--- src/rtl/key_schedule_ctrl.sv ---
// Sequenced AES-128 key expansion: one round key per clock through a shared
// rotWord/subWord datapath, all round keys held in storage behind a registered read port.

module ks_sbox (
  input  logic [7:0] a,
  output logic [7:0] y
);
  localparam logic [0:255][7:0] SBOX = {
    8'h63, 8'h7c, 8'h77, 8'h7b, 8'hf2, 8'h6b, 8'h6f, 8'hc5, 8'h30, 8'h01, 8'h67, 8'h2b, 8'hfe, 8'hd7, 8'hab, 8'h76,
    8'hca, 8'h82, 8'hc9, 8'h7d, 8'hfa, 8'h59, 8'h47, 8'hf0, 8'had, 8'hd4, 8'ha2, 8'haf, 8'h9c, 8'ha4, 8'h72, 8'hc0,
    8'hb7, 8'hfd, 8'h93, 8'h26, 8'h36, 8'h3f, 8'hf7, 8'hcc, 8'h34, 8'ha5, 8'he5, 8'hf1, 8'h71, 8'hd8, 8'h31, 8'h15,
    8'h04, 8'hc7, 8'h23, 8'hc3, 8'h18, 8'h96, 8'h05, 8'h9a, 8'h07, 8'h12, 8'h80, 8'he2, 8'heb, 8'h27, 8'hb2, 8'h75,
    8'h09, 8'h83, 8'h2c, 8'h1a, 8'h1b, 8'h6e, 8'h5a, 8'ha0, 8'h52, 8'h3b, 8'hd6, 8'hb3, 8'h29, 8'he3, 8'h2f, 8'h84,
    8'h53, 8'hd1, 8'h00, 8'hed, 8'h20, 8'hfc, 8'hb1, 8'h5b, 8'h6a, 8'hcb, 8'hbe, 8'h39, 8'h4a, 8'h4c, 8'h58, 8'hcf,
    8'hd0, 8'hef, 8'haa, 8'hfb, 8'h43, 8'h4d, 8'h33, 8'h85, 8'h45, 8'hf9, 8'h02, 8'h7f, 8'h50, 8'h3c, 8'h9f, 8'ha8,
    8'h51, 8'ha3, 8'h40, 8'h8f, 8'h92, 8'h9d, 8'h38, 8'hf5, 8'hbc, 8'hb6, 8'hda, 8'h21, 8'h10, 8'hff, 8'hf3, 8'hd2,
    8'hcd, 8'h0c, 8'h13, 8'hec, 8'h5f, 8'h97, 8'h44, 8'h17, 8'hc4, 8'ha7, 8'h7e, 8'h3d, 8'h64, 8'h5d, 8'h19, 8'h73,
    8'h60, 8'h81, 8'h4f, 8'hdc, 8'h22, 8'h2a, 8'h90, 8'h88, 8'h46, 8'hee, 8'hb8, 8'h14, 8'hde, 8'h5e, 8'h0b, 8'hdb,
    8'he0, 8'h32, 8'h3a, 8'h0a, 8'h49, 8'h06, 8'h24, 8'h5c, 8'hc2, 8'hd3, 8'hac, 8'h62, 8'h91, 8'h95, 8'he4, 8'h79,
    8'he7, 8'hc8, 8'h37, 8'h6d, 8'h8d, 8'hd5, 8'h4e, 8'ha9, 8'h6c, 8'h56, 8'hf4, 8'hea, 8'h65, 8'h7a, 8'hae, 8'h08,
    8'hba, 8'h78, 8'h25, 8'h2e, 8'h1c, 8'ha6, 8'hb4, 8'hc6, 8'he8, 8'hdd, 8'h74, 8'h1f, 8'h4b, 8'hbd, 8'h8b, 8'h8a,
    8'h70, 8'h3e, 8'hb5, 8'h66, 8'h48, 8'h03, 8'hf6, 8'h0e, 8'h61, 8'h35, 8'h57, 8'hb9, 8'h86, 8'hc1, 8'h1d, 8'h9e,
    8'he1, 8'hf8, 8'h98, 8'h11, 8'h69, 8'hd9, 8'h8e, 8'h94, 8'h9b, 8'h1e, 8'h87, 8'he9, 8'hce, 8'h55, 8'h28, 8'hdf,
    8'h8c, 8'ha1, 8'h89, 8'h0d, 8'hbf, 8'he6, 8'h42, 8'h68, 8'h41, 8'h99, 8'h2d, 8'h0f, 8'hb0, 8'h54, 8'hbb, 8'h16
  };
  assign y = SBOX[a];
endmodule

module key_schedule_ctrl #(
  parameter int NK = 4,
  parameter int NR = 10
) (
  input  logic              clk,
  input  logic              reset,
  input  logic              start,
  input  logic [0:32*NK-1]  key,
  output logic              busy,
  output logic              keys_ready,
  output logic              done,
  input  logic [3:0]        rk_idx,
  output logic [0:127]      rk_data
);
  typedef enum logic [1:0] {IDLE, EXPAND, READY} state_t;
  localparam logic [3:0] LAST = 4'(NR);

  state_t        state;
  logic [3:0]    rnd;
  logic [7:0]    rcon;
  logic [127:0]  cur;                 // previous round key, w0 in [127:96]
  logic [127:0]  nxt;
  logic [127:0]  rk_mem [0:NR];
  logic [31:0]   rot, sub, w4, w5, w6, w7;
  logic [7:0]    rcon_nxt;

  assign rot = {cur[23:0], cur[31:24]};

  for (genvar g = 0; g < 4; g++) begin : g_sub
    ks_sbox u_sbox (.a(rot[8*g +: 8]), .y(sub[8*g +: 8]));
  end

  assign w4  = cur[127:96] ^ sub ^ {rcon, 24'h0};
  assign w5  = cur[95:64]  ^ w4;
  assign w6  = cur[63:32]  ^ w5;
  assign w7  = cur[31:0]   ^ w6;
  assign nxt = {w4, w5, w6, w7};
  assign rcon_nxt = {rcon[6:0], 1'b0} ^ (rcon[7] ? 8'h1b : 8'h00);

  always_ff @(posedge clk or posedge reset) begin
    if (reset) begin
      state      <= IDLE;
      busy       <= 1'b0;
      keys_ready <= 1'b0;
      done       <= 1'b0;
      rnd        <= '0;
      rcon       <= 8'h01;
      cur        <= '0;
      rk_data    <= '0;
    end else begin
      done    <= 1'b0;
      rk_data <= (rk_idx <= LAST) ? rk_mem[rk_idx] : '0;
      case (state)
        IDLE, READY: if (start) begin
          cur        <= key;
          rnd        <= 4'd1;
          rcon       <= 8'h01;
          busy       <= 1'b1;
          keys_ready <= 1'b0;
          state      <= EXPAND;
        end
        EXPAND: begin
          cur  <= nxt;
          rcon <= rcon_nxt;
          if (rnd == LAST) begin
            busy       <= 1'b0;
            keys_ready <= 1'b1;
            done       <= 1'b1;
            state      <= READY;
          end else begin
            rnd <= rnd + 4'd1;
          end
        end
        default: state <= IDLE;
      endcase
    end
  end

  // Storage is never cleared; it is only meaningful once keys_ready is set.
  always_ff @(posedge clk) begin
    if (state == EXPAND) rk_mem[rnd] <= nxt;
    else if (start)      rk_mem[0]   <= key;
  end
endmodule

--- config.mk ---
export PLATFORM = sky130hd
export DESIGN_NAME = key_schedule_ctrl
export DESIGN_NICKNAME = d
export VERILOG_FILES = /design/src/rtl/key_schedule_ctrl.sv
export SDC_FILE = /design/constraint.sdc
export NUM_CORES = 2
export LEC_CHECK = 0
export ABC_AREA = 1
export CAP_MARGIN = 20
export CORE_ASPECT_RATIO = 2
export CORE_UTILIZATION = 34
export DETAILED_ROUTE_END_ITERATION = 12
export SETUP_SLACK_MARGIN = 0.5
export SLEW_MARGIN = 40
export SYNTH_ARGS = -nofsm -noshare
export SYNTH_HDL_FRONTEND = slang
export SYNTH_SLANG_ARGS = --single-unit
export TNS_END_PERCENT = 30
--- constraint.sdc ---
create_clock -name clk -period 10.3 [get_ports clk]
set_input_delay 2.575 -clock clk [delete_from_list [all_inputs] [get_ports clk]]
set_output_delay 2.575 -clock clk [all_outputs]
set_load 0.01 [all_outputs]
Yosys cells after proc, flatten, opt, wreduce, memory -nomap -nowiden
Memory sizes are Yosys's and may differ from the RTL's.
Cells that the tools add are included.
{ "op_classes": {"shift": 0, "mul": 0, "order_cmp": 5, "reduce_logical": 8, "eq_ne": 6, "n_div": 0, "bitwise_logic": 10, "n_mux": 36, "n_addsub": 1} }
{ "ops": {"columns": ["op", "count"], "rows": [
  ["2-to-1 mux 128 bit", 3],
  ["one-hot mux 128 bit (2 select lines)", 1],
  ["XOR 32 bit", 5],
  ["OR reduction 128 bit", 1],
  ["2-to-1 mux 8 bit", 9],
  ["greater-or-equal comparator 9 bit (second input constant)", 4],
  ["inverter 8 -> 9 bit", 4],
  ["one-hot mux 8 bit (2 select lines)", 1],
  ["2-to-1 mux 1 bit", 12],
  ["2-to-1 mux 4 bit", 3],
  ["one-hot mux 4 bit (2 select lines)", 1],
  ["XOR 8 x 5 -> 8 bit", 1],
  ["inequality test 2 bit (second input constant)", 3],
  ["AND reduction 3 bit", 2],
  ["2-to-1 mux 5 bit", 1],
  ["adder 4 x 1 -> 4 bit (second input constant)", 1],
  ["== test 4 bit (second input constant)", 1],
  ["less-or-equal comparator 4 bit (second input constant)", 1],
  ["2-to-1 mux 2 bit", 2],
  ["one-hot mux 1 bit (2 select lines)", 2],
  ["one-hot mux 2 bit (2 select lines)", 1],
  ["AND reduction 2 bit", 2],
  ["== test 2 x 1 -> 1 bit (second input constant)", 1],
  ["== test 2 bit (second input constant)", 1],
  ["3 further kinds", 3]
]} }
{ "totals": {"latch_bits": 0, "n_memories": 5, "input_bits": 135, "ramBits": 1408, "word_cells": 79, "out_inout_bits": 131, "rom_bits": 8192, "ff_bits": 273} }
{ "memory_table": {"columns": ["memory", "words", "word_bits", "read_ports", "rd_ports_with_merged_regs", "write_ports", "line", "text"], "rows": [
  ["(no name shown)", 256, 8, 1, 0, 0, "26", "assign y = SBOX[a];"],
  ["(no name shown)", 256, 8, 1, 0, 0, "26", null],
  ["(no name shown)", 256, 8, 1, 0, 0, "26", null],
  ["(no name shown)", 256, 8, 1, 0, 0, "26", null],
  ["rk_mem", 11, 128, 1, 0, 1, "51", "logic [127:0] rk_mem [0:NR];"]
]} }

Depth between registers and ports, before layout
{ "depth": {"ltp_word": 10, "ltp_mapped": 23, "depth_no_buf": 22} }

Hierarchy
From an unflattened synthesis, not the netlist that was laid out.
{ "unflattened": {"cells_unflattened": 8207, "hier_area_um2": 80120.6} }
{ "by_module_without_submodules": {"columns": ["module", "instances", "seq_area_each_um2", "cells_per_inst", "area_per_inst_um2"], "rows": [
  ["key_schedule_ctrl", 1, 49113.4, 5667, 67748.7],
  ["ks_sbox", 4, 0.0, 635, 3093.0]
]} }

Worst setup path before layout
OpenSTA, ideal clock, no wires.
{ "synth_timing": {"path_type": "reg-to-reg", "from": "register state[1]", "to": "memory rk_mem[0][0], enable pin", "path_buffers": 1, "setup_slack_ns": -0.562, "setup_ns": 0.792, "stages_incl_launch_ff": 5, "period_less_slack_ns": 10.862, "required_ns": 9.508, "arrival_time_ns": 10.070, "path_cell_list": "dfrtp_1 nor2_1 clkbuf_1 nand3_1 o21ai_0"} }
{ "synth_via": {"elab_chain_cells": 5, "word_cells_on_any_way": 8, "cone_classes": "eq/ne: 1; mux: 6; reduce/logical: 1"} }
{ "synth_lines": {"columns": ["element", "line", "text"], "rows": [
  ["from (decl)", "46", "state_t state;"],
  ["from (signal assigned)", "70", "state <= IDLE;"],
  ["from (signal assigned)", "88", "state <= EXPAND;"],
  ["from (signal assigned)", "97", "state <= READY;"],
  ["== test 2 x 1 -> 1 bit (*)", "109", "if (state == EXPAND) rk_mem[rnd] <= nxt;"],
  ["2-to-1 mux 1 bit", "109", null],
  ["2-to-1 mux 1 bit (implied by the code)", "110", "else if (start) rk_mem[0] <= key;"],
  ["OR reduction 128 bit (no source line)", null, null],
  ["2-to-1 mux 4 bit (no source line) or 2-to-1 mux 1 bit (tied branches)", null, null],
  ["to (decl)", "51", null]
]} }
Mark *: on every way between the ends. The rest lies on a longest branch, timed or not.

Worst setup path after layout
{ "layout_timing": {"from": "register cur[1]", "to": "memory rk_mem[10][13], data pin"} }
{ "layout_via": {"elab_chain_cells": 10} }
{ "layout_lines": {"columns": ["element", "line", "text"], "rows": [
  ["from (decl)", "49", "logic [127:0] cur;"],
  ["from (signal assigned)", "83", "cur <= key;"],
  ["from (signal assigned)", "91", "cur <= nxt;"],
  ["inverter 8 -> 9 bit (implied by the code)", "26", null],
  ["memory read (256 x 8 bit)", null, null],
  ["2-to-1 mux 8 bit (implied by the code) (2 in series)", "26", null],
  ["XOR 32 bit (2 in series)", "61", "assign w4 = cur[127:96] ^ sub ^ {rcon, 24'h0};"],
  ["XOR 32 bit", "62", "assign w5 = cur[95:64] ^ w4;"],
  ["XOR 32 bit", "63", "assign w6 = cur[63:32] ^ w5;"],
  ["XOR 32 bit", "64", "assign w7 = cur[31:0] ^ w6;"],
  ["2-to-1 mux 128 bit (no source line)", null, null]
]} }
No other way between the ends. The select of a mux whose other input is x is not followed.

==> impl_metrics.env <==
export IMPL_slew_headroom_pct=39.1
export IMPL_drtIter0Drc=8514
export IMPL_cp_start_kind="flop"
export IMPL_report_final_slew_viol_count=0
export IMPL_synthTopCellsByArea="edfxtp_1, dfrtp_1, nand3_1"
export IMPL_reg2regPathDepth=17
export IMPL_cts_tree="built"
export IMPL_finalHoldViolCount=0
export IMPL_pin_count=266
export IMPL_netlist_instances=7757
export IMPL_vias=64700
export IMPL_ys_warnings_count=0
export IMPL_synthAdderAreaFrac_pct=0.982
export IMPL_min_path_cells=2
export IMPL_synth_top_cell_area_share_pct=53.5
export IMPL_fmax_ghz=0.175
export IMPL_p_leak_nw=33.4
export IMPL_grt_pass1_vias=62400
export IMPL_cp_data_required_time_ps=10700
export IMPL_post_route_drc_count=38
export IMPL_critPathCaptureType="flop"
export IMPL_period_share_pct=55.3
export IMPL_area_growth_pct=14.0
export IMPL_antenna_left=0
export IMPL_postCtsHoldBufs=0
export IMPL_core_area_sq_um=231000
export IMPL_grt_max_degree=175
export IMPL_setup_viol=0
export IMPL_drt_wl_total_microns=323000
export IMPL_status="complete, but fails checks"
export IMPL_ys_ff_latch=1681
export IMPL_clkTransAtPathRegs_ps=70
export IMPL_track_usage_pct=26.8
export IMPL_path_class="flop to flop"
export IMPL_postCtsSetupBuffers=0
export IMPL_violations="DRC"
export IMPL_power_density_nw_per_um2=408
export IMPL_ctsResizeCount=0
export IMPL_min_path_type="flop to flop"
export IMPL_grt_pass1_wl_microns=455000
export IMPL_synthSimpleGateAreaFrac_pct=20.2
export IMPL_finalSetupTns_ps=0
export IMPL_tightest_slew_ps=908
export IMPL_post_drt_wl_per_cell_microns=29.5
export IMPL_clock_latency_ps=830
export IMPL_timing_max_cap_violations=0
export IMPL_netlist_cell_type_count=42
export IMPL_gp_congestion=1.06
export IMPL_hpwl_microns=209000
export IMPL_cts_buffers=153
export IMPL_fin_hold_ws_ps=528
export IMPL_ir_drop_mv=0.260
export IMPL_clock_sinks=1681
export IMPL_synth_xor_area_share_pct=0.111
export IMPL_final_nets=7999
export IMPL_skew_ps=82.3
export IMPL_dieHeight_microns=684
export IMPL_synth_compound_area_share_pct=11.7
export IMPL_period_needed_ps=5700
export IMPL_avgViaCountPerCell=5.92
export IMPL_root_buffer="clkbuf_16"
export IMPL_drive_gt1_share_pct=8.34
export IMPL_multi_input_comb_area_sq_um=26300
export IMPL_initial_core_util_pct=34.3
export IMPL_grt_overflow=0
export IMPL_fillers=22300
export IMPL_num_rows=249
export IMPL_clockBufferDepth=4
export IMPL_portBuffers=265
export IMPL_antenna_found_initial=14
export IMPL_seq_area_sq_um=49100
export IMPL_path_max_fanout=15
export IMPL_synth_area_sq_um=79000
export IMPL_fp_dieW_microns=343
export IMPL_syn_area_per_cell_sq_um=10.2
export IMPL_arrival_ps=6100
export IMPL_power_w=0.0367
export IMPL_syn_nets=7954
export IMPL_synth_mux_area_share_pct=0
export IMPL_dieArea_sq_um=234000
export IMPL_ys_seq_area_share_pct=62.2
export IMPL_synth_top_family_by_area="simple AND/OR/NAND/NOR gates"
export IMPL_firstDrtPassIters=11
export IMPL_yosysTopAreaCell="edfxtp_1"
export IMPL_rsz0062_at_grt="no"
export IMPL_htreeDepth=4
cell usage after synthesis:
cell type and count:
a211oi_1 84, a21oi_1 502, a21oi_2 5, a31o_2 1, a31oi_1 5, a32o_1 1, buf_1 33, buf_2 119
buf_4 37, buf_6 17, clkbuf_1 346, clkbuf_2 2, clkinv_1 7, dfrtp_1 272, dfstp_2 1, edfxtp_1 1408
ha_1 62, inv_1 315, inv_2 19, inv_4 2, inv_6 2, nand2_1 1639, nand2_2 67, nand2_4 3
nand3_1 1336, nand3_2 8, nand3b_1 8, nand4_1 14, nor2_1 370, nor2_2 4, nor3_1 85, o211ai_1 172
o21ai_0 358, o21ai_1 10, o21bai_1 5, o221ai_1 289, o22ai_1 28, o31ai_1 22, or2_0 2, or2_2 87
xnor2_1 2, xor2_1 8
report_power, final:
| part | switching (W) | leakage, nW | internal (W) |
|---|---|---|---|
| Sequential | 0.000799 | 16.1 | 0.0120 |
| Combinational | 0.0139 | 14.8 | 0.00414 |
| Clock | 0.00256 | 2.47 | 0.00329 |
| Total | 0.0173 | 33.4 | 0.0194 |
worst max-delay path: stages (launching register included):
cell and delay [ps]:
dfrtp_1 930, inv_2 430, ha_1 680, nand2_1 500, nand2_1 190, nand3_1 130, nand3_1 170, nand3_1 90
nand3_1 210, nand2_1 80, nand2_1 110, nand2_1 170, nand2_1 500, nand2_2 320, nand2_1 160, nand3_1 90
nand3_1 110, nand2_1 380
sequential cells by signal (all words and copies together) (netlist names):
register / cells
keys_ready: 1
busy: 1
cur: 128
rk_mem: 1408
rcon: 8
done: 1
rnd: 4
rk_data: 128
state: 2
final cells by class:
class	count	share of cell area, %
inverters	345	1.51
well taps	3012	4.19
clock inverters	71	0.899
multi-input cells	5177	29.2
repair buffers	444	4.99
diodes	6	0.0167
flip-flops and latches	1681	54.6
clock buffers	199	4.66
layout by cell type, fill, tap and decap left out, drive strengths merged:
cell / n
clkinvlp: 2
bufinv: 16
o21ai: 368
nand3b: 8
o221ai: 289
o31ai: 22
a32o: 1
diode: 6
clkbuf: 199
buf: 183
a211oi: 84
nand4: 14
ha: 62
clkinv: 54
a31o: 1
clkdlybuf4s50: 261
dfrtp: 272
a21oi: 507
xor2: 8
edfxtp: 1408
nor2: 374
inv: 344
nand3: 1344
a31oi: 5
dfstp: 1
o211ai: 172
or2: 89
xnor2: 2
o22ai: 28
nor3: 85
o21bai: 5
nand2: 1709
worst paths after layout:
kind                         start             end  slack (ps)
max in group asynchronous    reset         cur[21]        6520
hold / removal             rcon[0]         rcon[0]         530
min in group asynchronous    reset     rk_data[50]        2190
hold reg to reg            rcon[0]         rcon[0]         530
setup / recovery            cur[1]  rk_mem[10][13]        4600
setup reg to reg            cur[1]  rk_mem[10][13]        4600
metal layers:
layer | track usage (%) | up-vias | share of wire (%)
li1 | - | 28100 | -
met1 | 31.4 | 32000 | 36
met2 | 44.5 | 3780 | 48
met3 | 4.54 | 912 | 8.2
met4 | 18.5 | 10 | 8.0
met5 | 0 | - | 0.022
stage by stage:
stage / instances / util [%] / setup slack [ps] / instance area [sq um]
2_1_floorplan: 7757 / - / 203 / 79000
3_3_place_gp: 10600 / 36.7 / 3980 / 84600
3_5_place_dp: 10700 / 36.8 / 3920 / 84800
4_1_cts: 10900 / 39.0 / 4770 / 89800
5_1_grt: 10900 / 39.1 / 4580 / 90000
6_report: 10900 / 39.1 / 4600 / 90000
cell families (layout without fill, tap and decap cells):
group | count (synthesis) | count (layout)
compound gates | 1482 | 1482
other cells | 0 | 6
flops | 1681 | 1681
buf+inv | 899 | 1059
xor+xnor | 10 | 10
fa+ha+maj | 62 | 62
simple gates | 3623 | 3623
Note: power is estimated with default switching activity, not from simulation.
